**src/rtl/fifo_pkg.sv**
```systemverilog
`default_nettype none
// ============================================================================
//  Module   : fifo_pkg
//  Purpose  : Shared constants and helpers for the 8-bit synchronous FIFO and
//             its read-side stream adapter.
//  Contents : DATA_W       - default word width
//             FIFO_DEPTH   - FIFO depth in words
//             RD_CNT_W     - width of the optional delivered-word counter
//             c_RD_LATENCY - FIFO registered read latency in cycles
//             calc_room    - free skid-buffer slots available for a new read
//  Revision : 1.0  initial release
// ============================================================================
package fifo_pkg;

    localparam int DATA_W       = 8;
    localparam int FIFO_DEPTH   = 16;
    localparam int RD_CNT_W     = 16;
    localparam int c_RD_LATENCY = 1;

    // Slots left once the words already held or in flight are accounted for,
    // crediting the slot freed by a pop in the same cycle. Occupancy plus
    // in-flight never exceeds 2, so the result stays within 0..2.
    function automatic logic [1:0] calc_room(
        input logic [1:0] occ,
        input logic       inflight,
        input logic       pop
    );
        logic [2:0] avail;
        avail = 3'd2 + {2'b00, pop} - {1'b0, occ} - {2'b00, inflight};
        return avail[1:0];
    endfunction

endpackage : fifo_pkg
`default_nettype wire

```
**src/rtl/skid_buf2.sv**
```systemverilog
`default_nettype none
// ============================================================================
//  Module   : skid_buf2
//  Purpose  : Two-entry in-order skid buffer. A push lands in the head slot
//             when the buffer is empty after this cycle's pop, otherwise in
//             the tail slot; a pop shifts the tail into the head.
//  Ports    : clk         - rising-edge clock
//             rst         - synchronous active-low reset
//             i_push      - write i_push_data at this edge
//             i_push_data - word to store
//             i_pop       - head consumed at this edge (ignored when empty)
//             o_occ       - occupancy, 0..2
//             o_valid     - head holds a valid word (registered)
//             o_data      - head word
//  Revision : 1.0  initial release
// ============================================================================
module skid_buf2 #(
    parameter int DATA_W = fifo_pkg::DATA_W
) (
    input  logic              clk,
    input  logic              rst,
    input  logic              i_push,
    input  logic [DATA_W-1:0] i_push_data,
    input  logic              i_pop,
    output logic [1:0]        o_occ,
    output logic              o_valid,
    output logic [DATA_W-1:0] o_data
);

    logic [DATA_W-1:0] r_buf0;
    logic [DATA_W-1:0] r_buf1;
    logic [1:0]        r_occ;
    logic              r_valid;

    logic              w_pop;
    logic [1:0]        w_occ_after_pop;
    logic [1:0]        w_occ_next;

    always_comb begin
        w_pop           = i_pop && r_valid;
        w_occ_after_pop = r_occ - {1'b0, w_pop};
        w_occ_next      = w_occ_after_pop + {1'b0, i_push};
    end

    always_ff @(posedge clk) begin
        if (!rst) begin
            r_buf0  <= '0;
            r_buf1  <= '0;
            r_occ   <= 2'd0;
            r_valid <= 1'b0;
        end else begin
            r_occ   <= w_occ_next;
            r_valid <= (w_occ_next != 2'd0);
            if (w_pop) begin
                r_buf0 <= r_buf1;
            end
            // The push follows the shift so a simultaneous pop+push lands
            // behind whatever word is now at the head.
            if (i_push) begin
                if (w_occ_after_pop == 2'd0) begin
                    r_buf0 <= i_push_data;
                end else begin
                    r_buf1 <= i_push_data;
                end
            end
        end
    end

    assign o_occ   = r_occ;
    assign o_valid = r_valid;
    assign o_data  = r_buf0;

endmodule : skid_buf2
`default_nettype wire

```
**src/rtl/fifo_rd_stream.sv**
```systemverilog
`default_nettype none
// ============================================================================
//  Module   : fifo_rd_stream
//  Purpose  : Drains the synchronous FIFO onto a valid/ready stream. Issues
//             FIFO reads only when a skid-buffer slot is guaranteed for the
//             returning word, absorbing the FIFO's one-cycle read latency and
//             sustaining one word per cycle under continuous m_ready.
//  Ports    : clk           - rising-edge clock shared with the FIFO
//             rst           - synchronous active-low reset
//             enable        - permits new FIFO reads (buffered words drain)
//             fifo_empty    - FIFO empty flag
//             fifo_data_out - FIFO read data, valid the cycle after fifo_re
//             fifo_re       - FIFO read enable (combinational)
//             m_data        - stream data (head of skid buffer)
//             m_valid       - stream valid
//             m_ready       - stream ready
//             rd_count      - delivered-word counter (FIFO_RD_CNT_EN only)
//  Options  : FIFO_RD_CNT_EN - adds rd_count port and counter
//  Revision : 1.0  initial release
// ============================================================================
module fifo_rd_stream #(
    parameter int DATA_W = fifo_pkg::DATA_W
) (
    input  logic                          clk,
    input  logic                          rst,
    input  logic                          enable,
    input  logic                          fifo_empty,
    input  logic [DATA_W-1:0]             fifo_data_out,
    output logic                          fifo_re,
    output logic [DATA_W-1:0]             m_data,
    output logic                          m_valid,
    input  logic                          m_ready
`ifdef FIFO_RD_CNT_EN
    ,
    output logic [fifo_pkg::RD_CNT_W-1:0] rd_count
`endif
);

    import fifo_pkg::*;

    // One stage per cycle of FIFO read latency: set the cycle after the
    // FIFO accepted a read, i.e. while its word is on fifo_data_out.
    logic [c_RD_LATENCY-1:0] r_inflight;

    logic       w_pop;
    logic [1:0] w_occ;
    logic [1:0] w_room;
    logic       w_re;

    always_comb begin
        w_pop  = m_valid && m_ready;
        w_room = calc_room(w_occ, r_inflight, w_pop);
        // m_ready reaches fifo_re combinationally through w_pop; that credit
        // is what allows back-to-back reads at full rate.
        w_re   = rst && enable && !fifo_empty && (w_room != 2'd0);
    end

    assign fifo_re = w_re;

    always_ff @(posedge clk) begin
        if (!rst) begin
            r_inflight <= '0;
        end else begin
            r_inflight <= w_re;
        end
    end

    skid_buf2 #(
        .DATA_W (DATA_W)
    ) u_skid (
        .clk         (clk),
        .rst         (rst),
        .i_push      (r_inflight),
        .i_push_data (fifo_data_out),
        .i_pop       (w_pop),
        .o_occ       (w_occ),
        .o_valid     (m_valid),
        .o_data      (m_data)
    );

`ifdef FIFO_RD_CNT_EN
    logic [RD_CNT_W-1:0] r_rd_count;

    // Free-running, wraps naturally at 2^RD_CNT_W.
    always_ff @(posedge clk) begin
        if (!rst) begin
            r_rd_count <= '0;
        end else if (w_pop) begin
            r_rd_count <= r_rd_count + RD_CNT_W'(1);
        end
    end

    assign rd_count = r_rd_count;
`endif

endmodule : fifo_rd_stream
`default_nettype wire

```
**config.mk**
```make
export PLATFORM = sky130hd
export DESIGN_NAME = fifo_rd_stream
export DESIGN_NICKNAME = d
export VERILOG_FILES = /design/src/rtl/fifo_pkg.sv /design/src/rtl/skid_buf2.sv /design/src/rtl/fifo_rd_stream.sv
export SDC_FILE = /design/constraint.sdc
export NUM_CORES = 1
export LEC_CHECK = 0
export CORE_MARGIN = 1
export CORE_UTILIZATION = 30
export CTS_BUF_LIST = sky130_fd_sc_hd__clkbuf_8
export CTS_CLUSTER_SIZE = 12
export DETAILED_ROUTE_END_ITERATION = 10
export PLACE_DENSITY_LB_ADDON = 0.08
export SLEW_MARGIN = 10
export SYNTH_ARGS = -nofsm -noshare
export SYNTH_HDL_FRONTEND = slang
export SYNTH_HIERARCHICAL = 1
export SYNTH_SLANG_ARGS = --single-unit
```
**constraint.sdc**
```tcl
create_clock -name clk -period 1.8 [get_ports clk]
set_input_delay 0.36 -clock clk [delete_from_list [all_inputs] [get_ports clk]]
set_output_delay 0.36 -clock clk [all_outputs]
set_load 0.03 [all_outputs]
```
Yosys cells after proc, flatten, opt, wreduce, memory -nomap -nowiden
Index checks and enable logic that the tools add are counted.
Word-level totals
  flip-flop bits (word level): 20
  output and inout port bits: 10
Operators by class
  reductions and logical operators: 10
  multiplexer cells: 3
  $add $sub $neg: 5
  bitwise logic cells: 1
Operator list (number)
  8-bit two-way mux: 3
  1-bit logical AND: 5
  2-bit nonzero test: 2
  2-bit by 1-bit subtractor with 2-bit output: 2
  2-bit by 1-bit adder with 2-bit output: 1
  2-bit by 1-bit adder with 2-bit output, first input constant: 1
  2-bit zero test: 1
  2-bit AND reduction: 1
  2-bit subtractor: 1
  1-bit zero test: 1
  1-bit inverter: 1

Depth between registers and ports, before layout
  depth in word-level cells: 6
  depth in mapped cells: 8
  gate-level depth less buffers: 8

By module
The synthesis kept the hierarchy.
Modules (own cells, without submodules)
  skid_buf2: cells an instance 94, times used 1, area an instance 912.1 um^2
  fifo_rd_stream: cells an instance 8, times used 1, area an instance 75.1 um^2

Worst setup path after synthesis
Ideal clock, no wire load.
  kind: register to output
  start: register u_skid.r_valid (netlist: u_skid/o_valid)
  end: output port fifo_re
  data arrival time: 2.173 ns
  path slack: -0.733 ns
  cell stages (with the launch flop): 5
  data required time: 1.440 ns
  cell sequence: dfxtp_1 > nand2_1 > fa_1 > xor2_1 > a211oi_1
On the way
  word-level cells in the longest chain between the ends: 6
Ends and longest elaborated chain
  from (decl): RTL line skid_buf2.sv:33  | logic r_valid;
  from (signal assigned): RTL line skid_buf2.sv:53  | r_valid <= (w_occ_next != 2'd0);
  1-bit logical AND: RTL line fifo_rd_stream.sv:51  | w_pop = m_valid && m_ready;
  2-bit by 1-bit adder with 2-bit output: RTL line fifo_pkg.sv:29  | avail = 3'd2 + {2'b00, pop} - {1'b0, occ} - {2'b00, inflight};
  2-bit subtractor: RTL line fifo_pkg.sv:29
  2-bit by 1-bit subtractor with 2-bit output: RTL line fifo_pkg.sv:29
  2-bit nonzero test: RTL line fifo_rd_stream.sv:55  | w_re = rst && enable && !fifo_empty && (w_room != 2'd0);
  1-bit logical AND: RTL line fifo_rd_stream.sv:55
  to (decl): RTL line fifo_rd_stream.sv:29  | output logic fifo_re,
Every way passes these cells.

Worst setup path after layout
  start: input port m_ready
  end: output port fifo_re
On the way
  word-level cells in the longest chain between the ends: 6
Ends and longest elaborated chain
  from (decl): RTL line fifo_rd_stream.sv:32  | input logic m_ready
  1-bit logical AND: RTL line fifo_rd_stream.sv:51
  2-bit by 1-bit adder with 2-bit output: RTL line fifo_pkg.sv:29
  2-bit subtractor: RTL line fifo_pkg.sv:29
  2-bit by 1-bit subtractor with 2-bit output: RTL line fifo_pkg.sv:29
  2-bit nonzero test: RTL line fifo_rd_stream.sv:55
  1-bit logical AND: RTL line fifo_rd_stream.sv:55
Every way passes these cells.

==> results by group <==
Worst setup path
  • Crit. Startpoint: m_ready
  • Reg2reg start: u_skid/o_valid
  • Reg2reg setup slack: 0.13 ns
  • CP Max Fanout: 2
  • Arr. time, crit path: 1.56 ns
  • Setup Crit Path Kind: in2out
  • Critical path data required time: 1.44 ns
  • CP Capture Type: output port
  • CP endpoint: fifo_re
  • FF-to-FF path depth: 6
  • Startpoint types: primary input
  • Reg-to-Reg End: u_skid/o_data[0]

Timing
  • Worst Max-Slew Pin Slew: 0.305 ns
  • Setup WS post-layout: -0.122 ns
  • Hold Vio Cnt, Final: 0
  • Clock skew: 0.00546 ns
  • Tmin final: 1.92 ns
  • Max frequency: 520 MHz
  • Final setup viols: 1
  • Slew margin rel.: 79.6%
  • Slew Limit Fails: 0
  • Unrepaired setup endpoints after global routing: yes
  • Setup tns final: -0.122 ns
  • Hold WS: 0.456 ns
  • Final worst-path cycle share: 107%

Run
  • MaxCap Viol Count: 0

Layout
  • Ratio of cells with drive above 1 in the final layout: 24.1%
  • Final-stage net count: 149
  • Fin util: 46.5%
  • Area grow syn2layout: 45.1%
  • Fillers: 305
  • Post-route cell area: 1430 µm²
  • Antenna Cells: 0

GRT
  • Initial antenna violation count: 0
  • Number of global-route vias before repair: 765
  • Total GRT Usage: 13.0%
  • Congestion Overflow GR: 0
  • First-pass GRT wire length: 3340 µm
  • Pin count of the biggest net entering global routing: 28

Synthesis
  • Cells after synthesis: 102
  • Sequential area share after synthesis: 40.6%
  • Synth top area cells: dfxtp_1 (41%), mux2i_1 (16%), a21boi_0 (6.8%)
  • Synth area leader: dfxtp_1
  • Post-Syn Area: 987 µm²
  • Syn Nets: 117
  • #FFs+latches synth: 20
  • Synth Warn #: 6
  • Netlist cell types: 23
  • Synth Area per Inst: 9.68 µm²
  • Synth top area share: 40.6%

Detailed routing
  • DRT antenna net count: 0
  • Drc violations: 0
  • Detailed-route wire length: 2070 µm
  • Total number of vias: 804
  • Pre-Repair DR Iteration Count: 4
  • Via/cell ratio: 4.54
  • DR iter-0 viols: 6
  • Wire per inst: 11.7 µm

Power
  • PD cells: 774 nW/µm²
  • Peak VDD IR: 0.269 mV
  • Static Leak: 0.675 nW

Place
  • Final HPWL DP: 1390 µm
  • DP Area: 1350 µm²
  • Port bufs: 22
  • GP Congestion: 0.693

Clock network
  • Htree depth: 1
  • CTS tree: done
  • Clk_lat worst skew: 0.26 ns
  • Clock Sinks: 20
  • Num CTS Buffers: 3
  • Root buffer cell: clkbuf_8
  • Maximum clock path buffer count: 2
  • Clock transition at the registers of the reported paths: 0.08 ns

Floorplanning
  • FP Rows: 20
  • # IOs: 23
  • Core Box Area: 3080 µm²
  • Die area: 3520 µm²
  • Die Ht: 59.4 µm
  • Initial Utilization: 32.1%
  • Die Wd: 59.4 µm

Status
  • Status: complete, but fails checks
  • Failing checks: negative setup slack

Worst hold path
  • Worst hold path type: reg2reg
==> flip-flops by register name, indices dropped and copies added, names as in the netlist <==
name,flops
r_inflight,1
u_skid/o_data,8
u_skid/o_occ,2
u_skid/o_valid,1
u_skid/r_buf1,8
==> cell usage in the layout (no fill, tap or decap) <==
cell and instances:
buf_4 10, xnor2_1 2, bufinv_16 1, dlygate4sd2_1 2, nand2b_1 1, mux2i_1 16, dfxtp_2 1, dfxtp_4 1
and3b_2 1, nand2_4 1, ha_1 1, dfxtp_1 18, a211oi_1 1, nand2_1 17, clkdlybuf4s50_1 19, buf_12 1
clkbuf_8 3, and3_2 6, nor2b_1 1, nand3b_1 1, inv_1 2, a21boi_0 9, o31ai_4 1, or4b_4 1
buf_6 1, xor2_2 1, and2_1 1, a211oi_4 1, o21ai_0 8, and3_1 2, fa_2 1, a21boi_2 1
==> cell usage after synthesis (all sizes together) <==
master,n
a211oi,2
a21boi,10
and2,1
and3,8
and3b,1
buf,1
clkbuf,5
dfxtp,20
fa,1
ha,1
inv,2
mux2i,16
nand2,18
nand2b,1
nand3b,1
nor2b,1
o21ai,8
o31ai,1
or4b,1
xnor2,2
xor2,1
==> repair_timing <==
item	4_1_cts	5_1_grt
pin swaps	3	2
hold buffers	0	0
buffers inserted	1	0
setup endpoints to repair	2	1
resized for setup	4	1
==> stage by stage <==
step	setup slack, ns	instances	power, W
3_3_place_gp	-0.343	172	0.000660
6_report	-0.122	177	0.00111
5_1_grt	-0.167	177	0.00116
4_1_cts	-0.229	177	0.00113
3_5_place_dp	-0.379	172	0.000662
2_1_floorplan	0.0294	102	0.000584
==> worst min-delay path by stage <==
stage	from	slack (ns)	endpoint	depth (start not counted)
global route	u_skid/r_buf1[3]	0.48	u_skid/r_buf1[3]	2
finish	u_skid/r_buf1[4]	0.46	u_skid/r_buf1[4]	2
detailed placement	u_skid/r_buf1[1]	0.45	u_skid/r_buf1[1]	2
floorplan	fifo_empty	0.43	r_inflight	1
CTS	u_skid/r_buf1[1]	0.46	u_skid/r_buf1[1]	2
global placement	u_skid/r_buf1[7]	0.44	u_skid/r_buf1[7]	2
==> worst max-delay path: stages <==
cell	delay (ns)
dlygate4sd2_1	0.26
nand2_4	0.07
fa_2	0.46
a211oi_4	0.26
buf_6	0.16
==> where the power goes <==
group / internal, W / switching (W)
Clock: 0.000297 / 0.000159
Sequential: 0.000458 / 0.0000110
Combinational: 0.0000901 / 0.0000936
==> kinds of logic (layout without fill, tap and decap cells) <==
group | after synthesis | in the layout | synth area share [%]
xor gates and xnor gates | 3 | 3 | 2.66
DFF | 20 | 20 | 40.6
buffers and inverters | 8 | 39 | 3.80
AOI/OAI and AO/OA | 21 | 21 | 15.7
and+or+nand+nor | 32 | 32 | 17.7
adders and majority gates | 2 | 2 | 3.30
muxes | 16 | 16 | 16.2
==> layout make-up <==
cell class | instances | area (µm²) | share of cell area [%]
clock inverter | 1 | 30.0 | 2.10
sequential | 20 | 405 | 28.3
tap | 44 | 55.1 | 3.84
multi-input combinational | 74 | 579 | 40.4
inverter | 2 | 7.51 | 0.524
clock buffer | 3 | 41.3 | 2.88
timing repair buffer | 33 | 314 | 21.9
==> per-layer routing <==
metal | track usage (%) | routed length [µm]
met1 | 15.7 | 1030
met2 | 21.8 | 954
met3 | 1.97 | 57
met4 | 7.14 | 23
met5 | 0 | 0
Note: power is estimated with default switching activity, not from simulation.
